### config.mk
export PLATFORM = sky130hd
export DESIGN_NAME = lut_read_arbiter
export DESIGN_NICKNAME = d
export VERILOG_FILES = /design/src/rtl/lut_read_arbiter.sv
export SDC_FILE = /design/constraint.sdc
export NUM_CORES = 1
export LEC_CHECK = 0
export ABC_AREA = 1
export BUFFER_PORTS_ARGS = -buffer_cell sky130_fd_sc_hd__buf_2
export CAP_MARGIN = 20
export CORE_MARGIN = 2
export CORE_UTILIZATION = 40
export CTS_BUF_LIST = sky130_fd_sc_hd__clkbuf_16
export CTS_CLUSTER_SIZE = 20
export DETAILED_ROUTE_END_ITERATION = 6
export GPL_TIMING_DRIVEN = 0
export PLACE_DENSITY = 0.76
export SYNTH_ARGS = -nofsm -noshare
export SYNTH_HDL_FRONTEND = slang
export SYNTH_SLANG_ARGS = --single-unit
export TNS_END_PERCENT = 1
### constraint.sdc
create_clock -name clk -period 3.1 [get_ports clk]
set_input_delay 0.155 -clock clk [delete_from_list [all_inputs] [get_ports clk]]
set_output_delay 0.155 -clock clk [all_outputs]
set_load 0.005 [all_outputs]
### src/rtl/lut_read_arbiter.sv
// Round-robin read arbiter sharing one combinational lookup table between NUM_REQ requesters.
// Optional statistics counters are enabled by defining LUT_ARB_STATS_EN.
module lut_read_arbiter #(
  parameter int NUM_REQ       = 2,
  parameter int ADDR_W        = 5,
  parameter int DATA_W        = 8,
  parameter int VALID_ENTRIES = 15,
  parameter int CNT_W         = 16
) (
  input  logic                      clk,
  input  logic                      rst_n,
  input  logic [NUM_REQ-1:0]        req,
  input  logic [NUM_REQ*ADDR_W-1:0] req_addr,
  output logic [NUM_REQ-1:0]        gnt,
  output logic [NUM_REQ-1:0]        rvalid,
  output logic [DATA_W-1:0]         rdata,
  output logic                      rerr,
  output logic [ADDR_W-1:0]         lut_addr,
  input  logic [DATA_W-1:0]         lut_data
`ifdef LUT_ARB_STATS_EN
  ,
  output logic [CNT_W-1:0]          lookup_cnt,
  output logic [CNT_W-1:0]          err_cnt
`endif
);

  localparam int IDX_W = (NUM_REQ > 1) ? $clog2(NUM_REQ) : 1;
  localparam logic [IDX_W-1:0] LAST_RST = IDX_W'(NUM_REQ - 1);

  typedef enum logic {IDLE, LOOK} state_t;

  state_t             state;
  logic [IDX_W-1:0]   last;
  logic [IDX_W-1:0]   id_q;
  logic [ADDR_W-1:0]  addr_q;
  logic [IDX_W-1:0]   winner;
  logic               found;
  logic               in_range;

  // Scan starting just after the last winner so the pointer rotates fairly.
  always_comb begin
    found  = 1'b0;
    winner = '0;
    for (int k = 1; k <= NUM_REQ; k++) begin
      if (!found && req[(int'(last) + k) % NUM_REQ]) begin
        found  = 1'b1;
        winner = IDX_W'((int'(last) + k) % NUM_REQ);
      end
    end
  end

  assign in_range = (int'(addr_q) < VALID_ENTRIES);
  assign lut_addr = addr_q;

  always_ff @(posedge clk or negedge rst_n) begin
    if (!rst_n) begin
      state  <= IDLE;
      last   <= LAST_RST;
      id_q   <= '0;
      addr_q <= '0;
      gnt    <= '0;
      rvalid <= '0;
      rdata  <= '0;
      rerr   <= 1'b0;
    end else begin
      case (state)
        IDLE: begin
          rvalid <= '0;
          if (found) begin
            gnt    <= NUM_REQ'(1) << winner;
            addr_q <= req_addr[int'(winner)*ADDR_W +: ADDR_W];
            id_q   <= winner;
            last   <= winner;
            state  <= LOOK;
          end else begin
            gnt <= '0;
          end
        end
        LOOK: begin
          gnt    <= '0;
          rvalid <= NUM_REQ'(1) << id_q;
          rdata  <= in_range ? lut_data : '0;
          rerr   <= !in_range;
          state  <= IDLE;
        end
        default: state <= IDLE;
      endcase
    end
  end

`ifdef LUT_ARB_STATS_EN
  // Counters saturate at all-ones rather than wrapping.
  always_ff @(posedge clk or negedge rst_n) begin
    if (!rst_n) begin
      lookup_cnt <= '0;
      err_cnt    <= '0;
    end else if (state == LOOK) begin
      if (lookup_cnt != '1) lookup_cnt <= lookup_cnt + 1'b1;
      if (!in_range && err_cnt != '1) err_cnt <= err_cnt + 1'b1;
    end
  end
`endif

endmodule

==> metrics.cfg, run 1 <==
[die]
initial_core_util_pct=43.0
die_w_um=50.2
num_io_pins=40
die_y_um=50.2
design.die.area_um2=2520
core_area_um2=1980
num_rows=16

[global_route]
grt_use_total_pct=14.9
antenna_found_initial=0
grt_max_degree=22
grt-ovfl-total=0
grt_pass1_wl_um=2860
grt_pass1_vias=671

[timing]
max_freq_mhz=878
rsz0062_at_grt=false
setup_viol=0
maxSlewHeadroom_pct=70.3
period_share_pct=36.8
final_max_slew_viol_count=0
hold-worst-slack_ns=0.0959
fin_setup_tns_ns=0
finalHoldViolations=0
worst_pin_slew_ns=0.445
post-route-min-period_ns=1.14
skew_ns=0.00225

[clock_network]
cts_tree=done
clkLatencyLatePin_ns=0.25
cts_sinks=21
numCtsBuffers=3
cts.reportedPaths.clkPinSlew_ns=0.05
root_buffer=clkbuf_16
htreeDepth=1
post_cts_buffers=0
clk_path_buf_depth=2

[drt]
wl_um=1740
drc=0
antenna_left=0
via_count=739
drt_pass1_iterations=4
via_per_inst=4.56
drt_iter0_markers=16
detail_route.wl_per_cell_um=10.7

[placed_design]
hpwl_um=1300
gp_congestion=0.750
port_buffers=38

[setup_path]
cp-start-kind=flip-flop
cp_max_fo=7
crit_type=reg -> reg
path_cells=nand2_1 -> nand2_4 -> nor2_1 -> inv_1 -> nand2_1
critPathSlowestCell=dfstp_2
crit_buf_inv=1
crit_family=flip-flops
required_ns=3.24
slowest_delay_ns=0.53
cp_common_cell=nand2_1
worstPathArrival_ns=1.28
worstSetupEndpointType=flip-flop

[final_layout]
nFillCells=179
area_delta_synth_final_pct=36.7
multiInputGateArea_um2=288
drive_gt1_share_pct=36.3
diodes=0
nets=158
layout.area.seq_um2=527

[logic_synthesis]
syn_avg_cell_area_um2=9.26
synth_top_family_by_area=simple AND/OR/NAND/NOR gates
syn_nets=114
synthesis.area_um2=852
synth_xor_area_share_pct=0
synth.distinct_cells=14
yosys.area_share.simple_pct=32.7
synthMuxAreaShare_pct=0
ys_ff_latch=21
synthAdderAreaFrac_pct=0
synth_compound_area_share_pct=1.03
yosysWarningCount=0
netlist_instances=92
ys_seq_area_share_pct=61.8

[run_status]
outcome=complete, no violations

[power_and_ir_drop]
power_leakage_nw=0.662
powerDensity_nw_per_um2=677
peakVddDrop_v=0.000333

[worst_hold_path]
min-delay-path-class=in -> reg

[flow_run]
max_cap_violations=0

==> final cells by class <==
class                           count  share of cell area, %
Clock inverter                      1                  0.322
Sequential cell                    21                   45.2
Timing Repair Buffer               39                   17.2
Clock buffer                        3                   6.44
Buffer                              2                   1.61
Inverter                            5                   1.61
Multi-Input combinational cell     64                   24.7
Tap cell                           27                   2.90
==> through the flow <==
| step | utilization (%) | total power [mW] | setup slack, ns | cells | cell area (µm²) |
|---|---|---|---|---|---|
| 5_1_grt | 58.8 | 0.830 | 1.89 | 162 | 1160 |
| 3_3_place_gp | 54.3 | 0.527 | 1.99 | 157 | 1080 |
| 2_1_floorplan | - | 0.449 | 2.08 | 92 | 852 |
| 3_5_place_dp | 54.3 | 0.533 | 1.98 | 157 | 1080 |
| 4_1_cts | 58.8 | 0.796 | 1.96 | 162 | 1160 |
| 6_report | 58.8 | 0.789 | 1.96 | 162 | 1160 |
==> layout by cell type, fill, tap and decap left out <==
| master | netlist | routed |
|---|---|---|
| o21ai_2 | 1 | 1 |
| nand2_4 | 1 | 1 |
| buf_6 | 1 | 1 |
| dfstp_2 | 1 | 1 |
| inv_1 | 4 | 5 |
| nor2_1 | 7 | 7 |
| clkbuf_16 | 0 | 3 |
| inv_2 | 1 | 1 |
| dlygate4sd3_1 | 0 | 1 |
| dfrtp_1 | 20 | 20 |
| nand4_1 | 5 | 5 |
| nand2_1 | 38 | 38 |
| nor2_2 | 1 | 1 |
| nand3_1 | 10 | 10 |
| buf_2 | 0 | 38 |
| buf_4 | 1 | 1 |
| nor2_4 | 1 | 1 |
==> logic make-up (layout without fill, tap and decap cells) <==
logic type	after synthesis	count (layout)
AOI/OAI and AO/OA	1	1
buffers and inverters	7	50
DFF	21	21
and+or+nand+nor	63	63
==> path summary, 6_finish.rpt <==
path                              to         from  cells past startpoint  slack, ns
setup / recovery                id_q         last                      5       1.96
setup reg to reg                id_q         last                      5       1.96
min in group asynchronous   rdata[5]        rst_n                      2       0.39
hold / removal              rdata[4]  lut_data[4]                      3        0.1
hold reg to reg            rvalid[0]         id_q                      1       0.45
max in group asynchronous       last        rst_n                      2       2.37
==> metal layers <==
metal	vias up	GRT usage [%]	wire length, µm
met4	0	8.33	38
li1	377	-	-
met5	-	0	0
met1	339	18.8	760
met2	19	25.4	869
met3	4	0.893	69
==> synthesized netlist by cell type, drive strengths merged <==
master | count | share of area [%]
o21ai | 1 | 1.0
nand4 | 5 | 3.7
nor2 | 9 | 5.1
dfstp | 1 | 3.1
dfrtp | 20 | 59
buf | 2 | 2.2
inv | 5 | 2.2
nand3 | 10 | 5.9
nand2 | 39 | 18
==> worst register-to-register path: cells and delay by family, from the launching register on <==
family,cells,cell delay (ns)
buffers and inverters,1,0.08
AND/OR/NAND/NOR,4,0.41
flip-flops,1,0.53
==> flip-flops by register name, summed over array words and instances (netlist names) <==
register / cells
last: 1
lut_addr: 5
rerr: 1
state: 1
rvalid: 2
id_q: 1
gnt: 2
rdata: 8
==> repair_timing <==
| action | CTS | global route |
|---|---|---|
| endpoints found under the setup margin | 0 | 0 |
| resized for setup | 0 | 0 |
| hold buffers | 1 | 0 |
| endpoints found under the hold margin | 20 | 0 |
==> where the power goes <==
part	internal, mW	switching (mW)	leakage, nW
Combinational	0.0760	0.0894	0.358
Sequential	0.331	0.0309	0.262
Clock	0.171	0.0903	0.0423
Note: power is estimated with default switching activity, not from simulation.
==> inputs of run 2 (changes only) <==
==> constraint.sdc (replaced) <==
create_clock -name clk -period 1.1 [get_ports clk]
set_input_delay 0.055 -clock clk [delete_from_list [all_inputs] [get_ports clk]]
set_output_delay 0.055 -clock clk [all_outputs]
set_load 0.005 [all_outputs]
==> metrics.cfg, run 2 (synthesized netlist as in run 1, its figures left out) <==
[run_status]
outcome=complete, no violations

[setup_path]
crit_start=last
r2r_slack_ns=0.04
r2r_cells=5
cp-start-kind=flip-flop
cp_max_fo=7
r2r_start=last
cp-endpoint=id_q
required_ns=1.24
r2r_end=id_q
crit_type=reg -> reg
worstPathArrival_ns=1.20
worstSetupEndpointType=flip-flop

[final_layout]
nets=159
drive_gt1_share_pct=37.5
diodes=0
final_common_cell=buf_2
final_cell_mix=38 x buf_2, 37 x nand2_1, 19 x dfrtp_1
largest_reg_flops=8
regMostFlops=rdata
area_delta_synth_final_pct=38.3

[drt]
drt_pass1_iterations=4
detail_route.wl_per_cell_um=10.8
antenna_left=0
wl_um=1760
drt_iter0_markers=15
drc=0
via_count=744
via_per_inst=4.56

[power_and_ir_drop]
powerDensity_nw_per_um2=1890
peakVddDrop_v=0.000957
power_leakage_nw=0.666

[flow_run]
max_cap_violations=0

[timing]
maxSlewHeadroom_pct=70.2
rsz0062_at_grt=true
post-route-min-period_ns=1.06
period_share_pct=96.3
skew_ns=0.00159
setup_viol=0
worst_pin_slew_ns=0.448
setup_slack_ns=0.0405
hold-worst-slack_ns=0.00228
finalHoldViolations=0
fin_setup_tns_ns=0
max_freq_mhz=944
final_max_slew_viol_count=0

[clock_network]
clkLatencyLatePin_ns=0.25
cts_sinks=21
numCtsBuffers=3
htreeDepth=1
cts_tree=done
cts.reportedPaths.clkPinSlew_ns=0.05
clk_path_buf_depth=2
post_cts_buffers=0
root_buffer=clkbuf_16

[placed_design]
gp_congestion=0.750
hpwl_um=1300
place_ws_ns=-0.0226
port_buffers=38

[global_route]
grt_pass1_wl_um=2860
grt_max_degree=22
grt_use_total_pct=14.9
antenna_found_initial=0
grt-ovfl-total=0
grt_pass1_vias=671

[worst_hold_path]
min_from=lut_data[1]
min-delay-path-class=in -> reg

[die]
die_y_um=50.2
num_rows=16
core_area_um2=1980
design.die.area_um2=2520
num_io_pins=40
die_w_um=50.2
initial_core_util_pct=43.0

==> run 2: cell count changes in the layout (fill, tap and decap cells not counted), sizes merged <==
cell and delta:
dlygate4sd3 +1
==> run 2: final cells by class <==
| cell class | instances | area, µm² |
|---|---|---|
| Multi-Input combinational cell | 64 | 290 |
| Clock buffer | 3 | 75.1 |
| Clock inverter | 1 | 3.75 |
| Tap cell | 27 | 33.8 |
| Buffer | 2 | 18.8 |
| Sequential cell | 21 | 528 |
| Inverter | 5 | 18.8 |
| Fill cell | 180 | 803 |
| Timing Repair Buffer | 40 | 210 |
==> run 2: stage by stage <==
step / cell area [µm²] / cells / power, mW / util, %
2_1_floorplan: 852 / 92 / 1.26 / -
3_3_place_gp: 1080 / 157 / 1.49 / 54.3
3_5_place_dp: 1080 / 157 / 1.50 / 54.3
4_1_cts: 1180 / 163 / 2.25 / 59.4
5_1_grt: 1180 / 163 / 2.35 / 59.5
6_report: 1180 / 163 / 2.23 / 59.5
==> run 2: timing repair <==
action                                 CTS  global route
setup endpoints to repair                2             8
endpoints found under the hold margin   21             0
hold buffers                             2             0
gates resized for setup                  1             1
==> run 2: how the worst min path moves through the flow <==
stage | slack [ns] | depth (start not counted) | end
floorplan | -0.24 | 0 | gnt[0]
global placement | 0.03 | 1 | rdata[0]
detailed placement | 0.02 | 1 | rdata[5]
CTS | 0.0007 | 3 | rdata[1]
global route | 0.009 | 3 | rdata[2]
finish | 0.002 | 3 | rdata[1]
==> run 2: per-layer routing <==
metal / global-route usage (%) / routed length, µm
met5: 0 / 0
met2: 25.4 / 885
met4: 8.33 / 38
met3: 0.893 / 65
met1: 18.8 / 769
==> run 2: critical path, stage by stage (launching register included) <==
cell and delay (ns):
dfstp_2 0.54, nand2_2 0.10, nand2_4 0.11, nor2_1 0.06
inv_1 0.08, nand2_1 0.05
==> run 2: report_power, final <==
group	internal [mW]	switching, mW
logic	0.218	0.254
clock network	0.483	0.252
registers	0.933	0.0888
total	1.63	0.594
